<file path="config.mk">
export PLATFORM = sky130hd
export DESIGN_NAME = down_counter_flat
export DESIGN_NICKNAME = d
export VERILOG_FILES = /design/src/rtl/down_counter_pkg.sv /design/src/rtl/down_counter_if.sv /design/src/rtl/down_counter_borrow_lookahead_subtractor.sv /design/src/rtl/down_counter.sv /design/src/flat_wrapper.sv
export SDC_FILE = /design/constraint.sdc
export NUM_CORES = 1
export LEC_CHECK = 0
export CAP_MARGIN = 0
export CORE_MARGIN = 8
export CORE_UTILIZATION = 45
export DETAILED_ROUTE_END_ITERATION = 8
export PLACE_DENSITY = 0.81
export SETUP_SLACK_MARGIN = 0.3
export SYNTH_ARGS = -nofsm -noshare
export SYNTH_HDL_FRONTEND = slang
export SYNTH_HIERARCHICAL = 1
export SYNTH_SLANG_ARGS = --single-unit
</file>
<file path="constraint.sdc">
create_clock -name clock -period 2.21 [get_ports clock]
set_input_delay 0.221 -clock clock [delete_from_list [all_inputs] [get_ports clock]]
set_output_delay 0.221 -clock clock [all_outputs]
set_load 0.01 [all_outputs]
</file>
<file path="src/rtl/down_counter_pkg.sv">
// Shared constants and helpers for the counter family.
// Used by the down-counter top, its subtractor and the bench.
package counter_pkg;

  localparam int COUNTER_WIDTH_DEFAULT = 8;
  localparam bit WRAP_MODE = 1'b1;
  localparam bit SAT_MODE  = 1'b0;

  function automatic logic [31:0] all_ones(input int width);
    logic [31:0] r;
    r = '0;
    for (int i = 0; i < 32; i++) begin
      if (i < width) r[i] = 1'b1;
    end
    return r;
  endfunction

endpackage

</file>
<file path="src/rtl/down_counter_if.sv">
// Counting interface shared by a down-counter stage and its driver.
// The master drives requests; the slave returns registered state.
interface down_counter_if #(
  parameter int WIDTH = 8
);

  logic             load;
  logic [WIDTH-1:0] load_value;
  logic             sub;
  logic [WIDTH-1:0] value_out;
  logic             borrow_out;
  logic             zero;

  modport master (
    output load,
    output load_value,
    output sub,
    input  value_out,
    input  borrow_out,
    input  zero
  );

  modport slave (
    input  load,
    input  load_value,
    input  sub,
    output value_out,
    output borrow_out,
    output zero
  );

endinterface

</file>
<file path="src/rtl/down_counter_borrow_lookahead_subtractor.sv">
// Borrow-lookahead subtractor: diff = x - y - b0.
// Each borrow is formed directly from generate/propagate terms.
module borrow_lookahead_subtractor #(
  parameter int WIDTH = 8
) (
  input  logic [WIDTH-1:0] x_i,
  input  logic [WIDTH-1:0] y_i,
  input  logic             b0_i,
  output logic [WIDTH-1:0] diff_o,
  output logic             borrow_o
);

  logic [WIDTH-1:0] g;
  logic [WIDTH-1:0] p;
  logic [WIDTH:0]   b;
  logic             acc;
  logic             run;

  // A bit generates a borrow when x=0,y=1 and passes one on when x==y.
  assign g = ~x_i & y_i;
  assign p = ~(x_i ^ y_i);

  always_comb begin
    b    = '0;
    b[0] = b0_i;
    acc  = 1'b0;
    run  = 1'b0;
    for (int i = 0; i < WIDTH; i++) begin
      acc = g[i];
      run = p[i];
      for (int j = i - 1; j >= 0; j--) begin
        acc = acc | (run & g[j]);
        run = run & p[j];
      end
      b[i+1] = acc | (run & b0_i);
    end
  end

  assign diff_o   = x_i ^ y_i ^ b[WIDTH-1:0];
  assign borrow_o = b[WIDTH];

endmodule

</file>
<file path="src/rtl/down_counter.sv">
// Loadable down-counter stage with registered borrow and zero flags.
// Priority per edge: reset, load, sub, hold.
module down_counter
  import counter_pkg::*;
#(
  parameter int WIDTH = COUNTER_WIDTH_DEFAULT,
  parameter bit WRAP  = WRAP_MODE
) (
  input  logic           clock,
  input  logic           reset,
  down_counter_if.slave  bus
);

  logic [WIDTH-1:0] value_q, value_d;
  logic             borrow_q, borrow_d;
  logic             zero_q, zero_d;
  logic [WIDTH-1:0] diff;
  logic             sub_borrow;

  borrow_lookahead_subtractor #(
    .WIDTH (WIDTH)
  ) u_sub (
    .x_i      (value_q),
    .y_i      ({{(WIDTH-1){1'b0}}, 1'b1}),
    .b0_i     (1'b0),
    .diff_o   (diff),
    .borrow_o (sub_borrow)
  );

  always_comb begin
    value_d  = value_q;
    zero_d   = zero_q;
    borrow_d = 1'b0;
    if (bus.load) begin
      value_d = bus.load_value;
      zero_d  = (bus.load_value == '0);
    end else if (bus.sub) begin
      borrow_d = sub_borrow;
      // In saturate mode an underflow only pulses borrow.
      if (WRAP == WRAP_MODE || !sub_borrow) begin
        value_d = diff;
        zero_d  = (diff == '0);
      end
    end
  end

  always_ff @(posedge clock) begin
    if (reset) begin
      value_q  <= '0;
      borrow_q <= 1'b0;
      zero_q   <= 1'b1;
    end else begin
      value_q  <= value_d;
      borrow_q <= borrow_d;
      zero_q   <= zero_d;
    end
  end

  assign bus.value_out  = value_q;
  assign bus.borrow_out = borrow_q;
  assign bus.zero       = zero_q;

endmodule

</file>
<file path="src/flat_wrapper.sv">
// flat-port wrapper written by rule: the top's interface ports become plain ports
module down_counter_flat import counter_pkg::*;
#(
  parameter int WIDTH = COUNTER_WIDTH_DEFAULT,
  parameter bit WRAP  = WRAP_MODE
)
  (clock, reset, bus_load, bus_load_value, bus_sub, bus_value_out, bus_borrow_out, bus_zero);
  down_counter_if #(.WIDTH(WIDTH)) bus_i ();
  input  logic clock;
  input  logic reset;
  input wire logic [$bits(bus_i.load)-1:0] bus_load;
  input wire logic [$bits(bus_i.load_value)-1:0] bus_load_value;
  input wire logic [$bits(bus_i.sub)-1:0] bus_sub;
  output wire logic [$bits(bus_i.value_out)-1:0] bus_value_out;
  output wire logic [$bits(bus_i.borrow_out)-1:0] bus_borrow_out;
  output wire logic [$bits(bus_i.zero)-1:0] bus_zero;
  assign bus_i.load = bus_load;
  assign bus_i.load_value = bus_load_value;
  assign bus_i.sub = bus_sub;
  assign bus_value_out = bus_i.value_out;
  assign bus_borrow_out = bus_i.borrow_out;
  assign bus_zero = bus_i.zero;
  down_counter #(.WIDTH(WIDTH), .WRAP(WRAP)) u_core (.clock(clock), .reset(reset), .bus(bus_i));
endmodule
</file>
### Yosys cells after proc, flatten, opt, wreduce, memory -nomap -nowiden

Index checks and enable logic that the tools add are counted.

* word-level logic and storage cells: 44
* output and inout port bits: 10
* register bits: 10
* input bits: 12

* reductions and logical operators: 4
* mux-type cells: 4
* bitwise operators: 33

Operators by type and width (number)
* AND 1 bit: 28
* logical NOT 8 bit: 2
* two-way mux 8 bit: 2
* NOT 8 bit: 1
* XOR 8 bit: 1
* NOT 1 bit: 3
* OR reduction 3 bit: 1
* two-way mux 1 bit: 2
* nonzero test 2 bit: 1

### Longest topological paths before layout

Gate-level depths: netlist of the first run.

* depth in word-level cells: 12
* gate-level depth with buffers: 9
* gate-level depth less buffers: 9

### By module

The synthesis of the first run kept the hierarchy.

Modules (own cells, without submodules)
* down_counter: times used 1, cells an instance 51, area each 519.2 um2
* borrow_lookahead_subtractor: times used 1, cells an instance 54, area each 387.9 um2

### Worst setup path after synthesis of the first run

Ideal clock, no wire load.

* path type: reg-to-reg
* start point: register u_core.value_q[0] (netlist: u_core/bus.value_out[0])
* end point: register u_core.value_q[4] (netlist: u_core/bus.value_out[4])
* path slack: 220 ps
* period minus slack after synthesis: 1990 ps
* path buffers: 0
* setup time: 128 ps
* data arrival time: 1863 ps
* cell stages (with the launch flop): 10
* data required time: 2082 ps
* cells stage by stage: dfxtp_1 -> inv_1 -> ha_1 -> a211oi_4 -> nor3b_1 -> o21a_1 -> or2_1 -> mux2_4 -> mux2i_1 -> nor2_1

* longest elaborated chain between the ends: 5

Ends and longest elaborated chain
* from (decl): RTL line down_counter.sv:14 `logic [WIDTH-1:0] value_q, value_d;`
* from (signal assigned): RTL line down_counter.sv:53 `value_q <= value_d;`
* NOT 1 bit: RTL line down_counter_borrow_lookahead_subtractor.sv:20 `assign g = ~x_i & y_i;`
* AND 1 bit: RTL line down_counter_borrow_lookahead_subtractor.sv:32 `acc = acc | (run & g[j]);`
* XOR 8 bit: RTL line down_counter_borrow_lookahead_subtractor.sv:39 `assign diff_o = x_i ^ y_i ^ b[WIDTH-1:0];`
* net u_core.diff[4]: RTL line down_counter.sv:17 `logic [WIDTH-1:0] diff;`
* two-way mux 8 bit: RTL line down_counter.sv:37 `end else if (bus.sub) begin`
* two-way mux 8 bit: RTL line down_counter.sv:34 `if (bus.load) begin`

The timed path passes the listed nets, and every way through them passes these cells. The select of a mux whose other input is x is not followed.
A chain may end at the register's enable or synchronous reset.

### Worst setup path in the final report of the first run

* start point: register u_core.value_q[1] (netlist: u_core/bus.value_out[1])
* end point: register u_core.value_q[4] (netlist: u_core/bus.value_out[4])

* longest elaborated chain between the ends: 6

Ends and longest elaborated chain
* NOT 8 bit: RTL line down_counter_borrow_lookahead_subtractor.sv:21 `assign p = ~(x_i ^ y_i);`
* AND 1 bit: RTL line down_counter_borrow_lookahead_subtractor.sv:33 `run = run & p[j];`
* AND 1 bit: RTL line down_counter_borrow_lookahead_subtractor.sv:32
* XOR 8 bit: RTL line down_counter_borrow_lookahead_subtractor.sv:39
* net u_core.diff[4]: RTL line down_counter.sv:17
* two-way mux 8 bit: RTL line down_counter.sv:37
* two-way mux 8 bit: RTL line down_counter.sv:34

The timed path passes the listed nets, and every way through them passes these cells. The select of a mux whose other input is x is not followed.

==> results_dict.tcl, run 1 <==
set metrics [dict create \
    status "finished, final reports clean" \
    synthXorXnorAreaFrac 0.0386 \
    final_antenna_net_count 0 \
    die_h_um 60.9 \
    drt-pass1-iter-count 4 \
    period_needed_ns 1.92 \
    power_leakage_uw 0.000583 \
    min_path_type "flip-flop to flip-flop" \
    path_class "flip-flop to flip-flop" \
    track_usage 0.144 \
    pwr_density_cell_mw_per_mm2 575 \
    synth_top_family_by_area "simple AND/OR/NAND/NOR gates" \
    syn_area_um2 907 \
    cp.arrival_ns 2.08 \
    yosys.area_share.simple 0.219 \
    gr-usage-met1 0.153 \
    cp.required_ns 2.36 \
    critical_path_peak_fanout 3 \
    maxSlewViolCount 0 \
    r2r-start "u_core/bus.value_out[1]" \
    syn_to_final_growth_pct 47.3 \
    worstHoldStart "u_core/bus.zero" \
    root_buffer "clkbuf_4" \
    grt_max_degree 13 \
    first_global_vias 883 \
    synth-compound-area-share 0.106 \
    min_period_over_period 0.871 \
    diodes 0 \
    grt_pass1_wl_um 3970 \
    start_util 0.472 \
    fin_ws_ns 0.286 \
    cts_tree "done" \
    vias 864 \
    cp-start-kind "flip-flop" \
    yosysSeqAreaShare 0.221 \
    yosys_warnings 6 \
    p_total_uw 769 \
    cts_hold_buf 0 \
    ys_types 35 \
    finalSetupTns_ns 0 \
    ys_seq_elements 10 \
    maxCapViolCount 0 \
    dp_hpwl_um 1740 \
    drt-total-wl_um 2520 \
    drc 0 \
    fmax_mhz 520 \
    wl_per_cell_um 14.8 \
    crit_path_end_kind "flip-flop" \
    io_pins 22 \
    place_ws_ns 0.282 \
    rows 16 \
    port-buffer-count 21 \
    hold_viol 0 \
    fillers 154 \
    overflow 0 \
    use_met3 0.0551 \
    drive_gt1_frac 0.217 \
    dieArea_mm2 0.00371 \
    first_iter_violations 6 \
    final_common_cell "clkdlybuf4s50_1" \
    fin_skew_ns 0.00456 \
    rsz0062_at_grt "true" \
    grt-busiest-layer "met2" \
    netlist_instances 105 \
    clkSlewWorstSetupHoldPaths_ns 0.08 \
    finalSetupViolations 0 \
    grt_use_met2 0.250 \
    cts_buffer_depth 2 \
    worstMarginPinSlew_ns 0.608 \
    numCtsBuffers 3 \
    avgSynthCellArea_um2 8.64 \
    routed_via_density 5.08 \
    slew_headroom 0.593 \
    synth_fa_ha_area_frac 0.146 \
    die_w_um 60.9 \
    core_mm2 0.00192 \
    gp_congestion 0.833 \
    cts_sinks 10 \
    worstSkewPairLatency_ns 0.27 \
    final_nets 166 \
    ir_worst_vdd_v 0.000377 \
    antenna_found_initial 0 \
    synthMuxAreaShare 0.193 \
    htree_levels 1 \
    mostFrequentLayoutCells "21 x clkdlybuf4s50_1, 13 x conb_1, 12 x nor2_1" \
    startpoint "u_core/bus.value_out[1]" \
]
-- Yosys cell counts (all sizes together) --
| master | n | area, um^2 |
|---|---|---|
| nand4b | 1 | 8.76 |
| and2b | 1 | 7.51 |
| nand2 | 3 | 11.3 |
| nor2b | 1 | 6.26 |
| o21ai | 3 | 18.8 |
| ha | 9 | 113 |
| nor2 | 12 | 45.0 |
| nand4 | 1 | 6.26 |
| mux2 | 7 | 105 |
| a211oi | 2 | 27.5 |
| nor3b | 1 | 7.51 |
| clkbuf | 1 | 3.75 |
| nor4 | 2 | 12.5 |
| nand3 | 5 | 25.0 |
| dfxtp | 10 | 200 |
| or3 | 1 | 6.26 |
| o31ai | 1 | 7.51 |
| buf | 2 | 16.3 |
| inv | 11 | 41.3 |
| conb | 2 | 7.51 |
| nor4bb | 1 | 10.0 |
| or2 | 1 | 6.26 |
| fa | 1 | 20.0 |
| o21a | 1 | 7.51 |
| mux2i | 7 | 70.1 |
| xor2 | 4 | 35.0 |
| a21o | 1 | 7.51 |
| a21oi | 4 | 20.0 |
| o211ai | 1 | 7.51 |
| nor3 | 7 | 40.0 |
| nand2b | 1 | 6.26 |
-- path summary, 6_finish.rpt --
kind / to / slack [ns] / cells after the start
min: u_core/bus.zero / 0.50 / 2
max reg2reg: u_core/bus.value_out[4] / 0.29 / 9
max: u_core/bus.value_out[4] / 0.29 / 9
min reg2reg: u_core/bus.zero / 0.50 / 2
-- timing repair --
action,4_1_cts,5_1_grt
gates resized for setup,5,7
pin swaps,1,8
gates cloned,0,0
buffers inserted,2,3
setup endpoints to repair,2,6
hold endpoints to repair,0,0
-- cell type report --
cell class                 count  area (um^2)  share of cell area
multi-input combinational     92          774               0.580
timing repair buffer          26          248               0.185
sequential                    10          203               0.152
inverter                      11         41.3              0.0309
clock buffer                   4         36.3              0.0272
tap                           27         33.8              0.0253
-- critical path, cell delays in order, from the launching register on --
cell and delay [ns]:
dfxtp_2 0.34, inv_1 0.06, ha_4 0.26, o21ai_4 0.16, nor3b_2 0.08, o21a_1 0.21, or2_1 0.22, mux2_4 0.26
mux2i_1 0.15, nor2_1 0.06
-- power breakdown --
part           switching (uW)  total, uW  internal [uW]
Combinational             179        385            206
Clock                    72.8        173            100
Sequential               12.9        211            198
Total                     265        769            504
-- sequential cells by signal, indices dropped and copies added (netlist names) --
name and cells:
u_core/bus.borrow_out 1, u_core/bus.value_out 8, u_core/bus.zero 1
-- cell families (layout without fill, tap and decap cells) --
| family | count (synthesis) | in the layout |
|---|---|---|
| mux | 14 | 14 |
| flops | 10 | 10 |
| simple gates | 38 | 38 |
| compound gates | 13 | 13 |
| xor+xnor | 4 | 4 |
| fa+ha+maj | 10 | 10 |
| buf+inv | 14 | 41 |
| other cells | 2 | 13 |
-- per-stage QoR --
stage               cells   util  cell area, um^2  hold slack (ns)
global placement      161  0.618             1190            0.472
detailed placement    161  0.618             1190            0.492
floorplan             116      -              963            0.368
finish                170  0.695             1340            0.502
global route          170  0.695             1340            0.533
CTS                   167  0.665             1280            0.508
-- routing by layer --
metal,vias to the layer above,share of wire
met2,29,0.49
met5,-,0
met3,8,0.066
li1,425,-
met1,402,0.42
met4,0,0.021
Power figures use the tool's default switching activity.
==> run 2, diff against run 1 <==
ABC_CLOCK_PERIOD_IN_PS = 2210   (was unset)
==> results of run 2 <==
Final layout, timing and power as in run 1 (identical DEF).
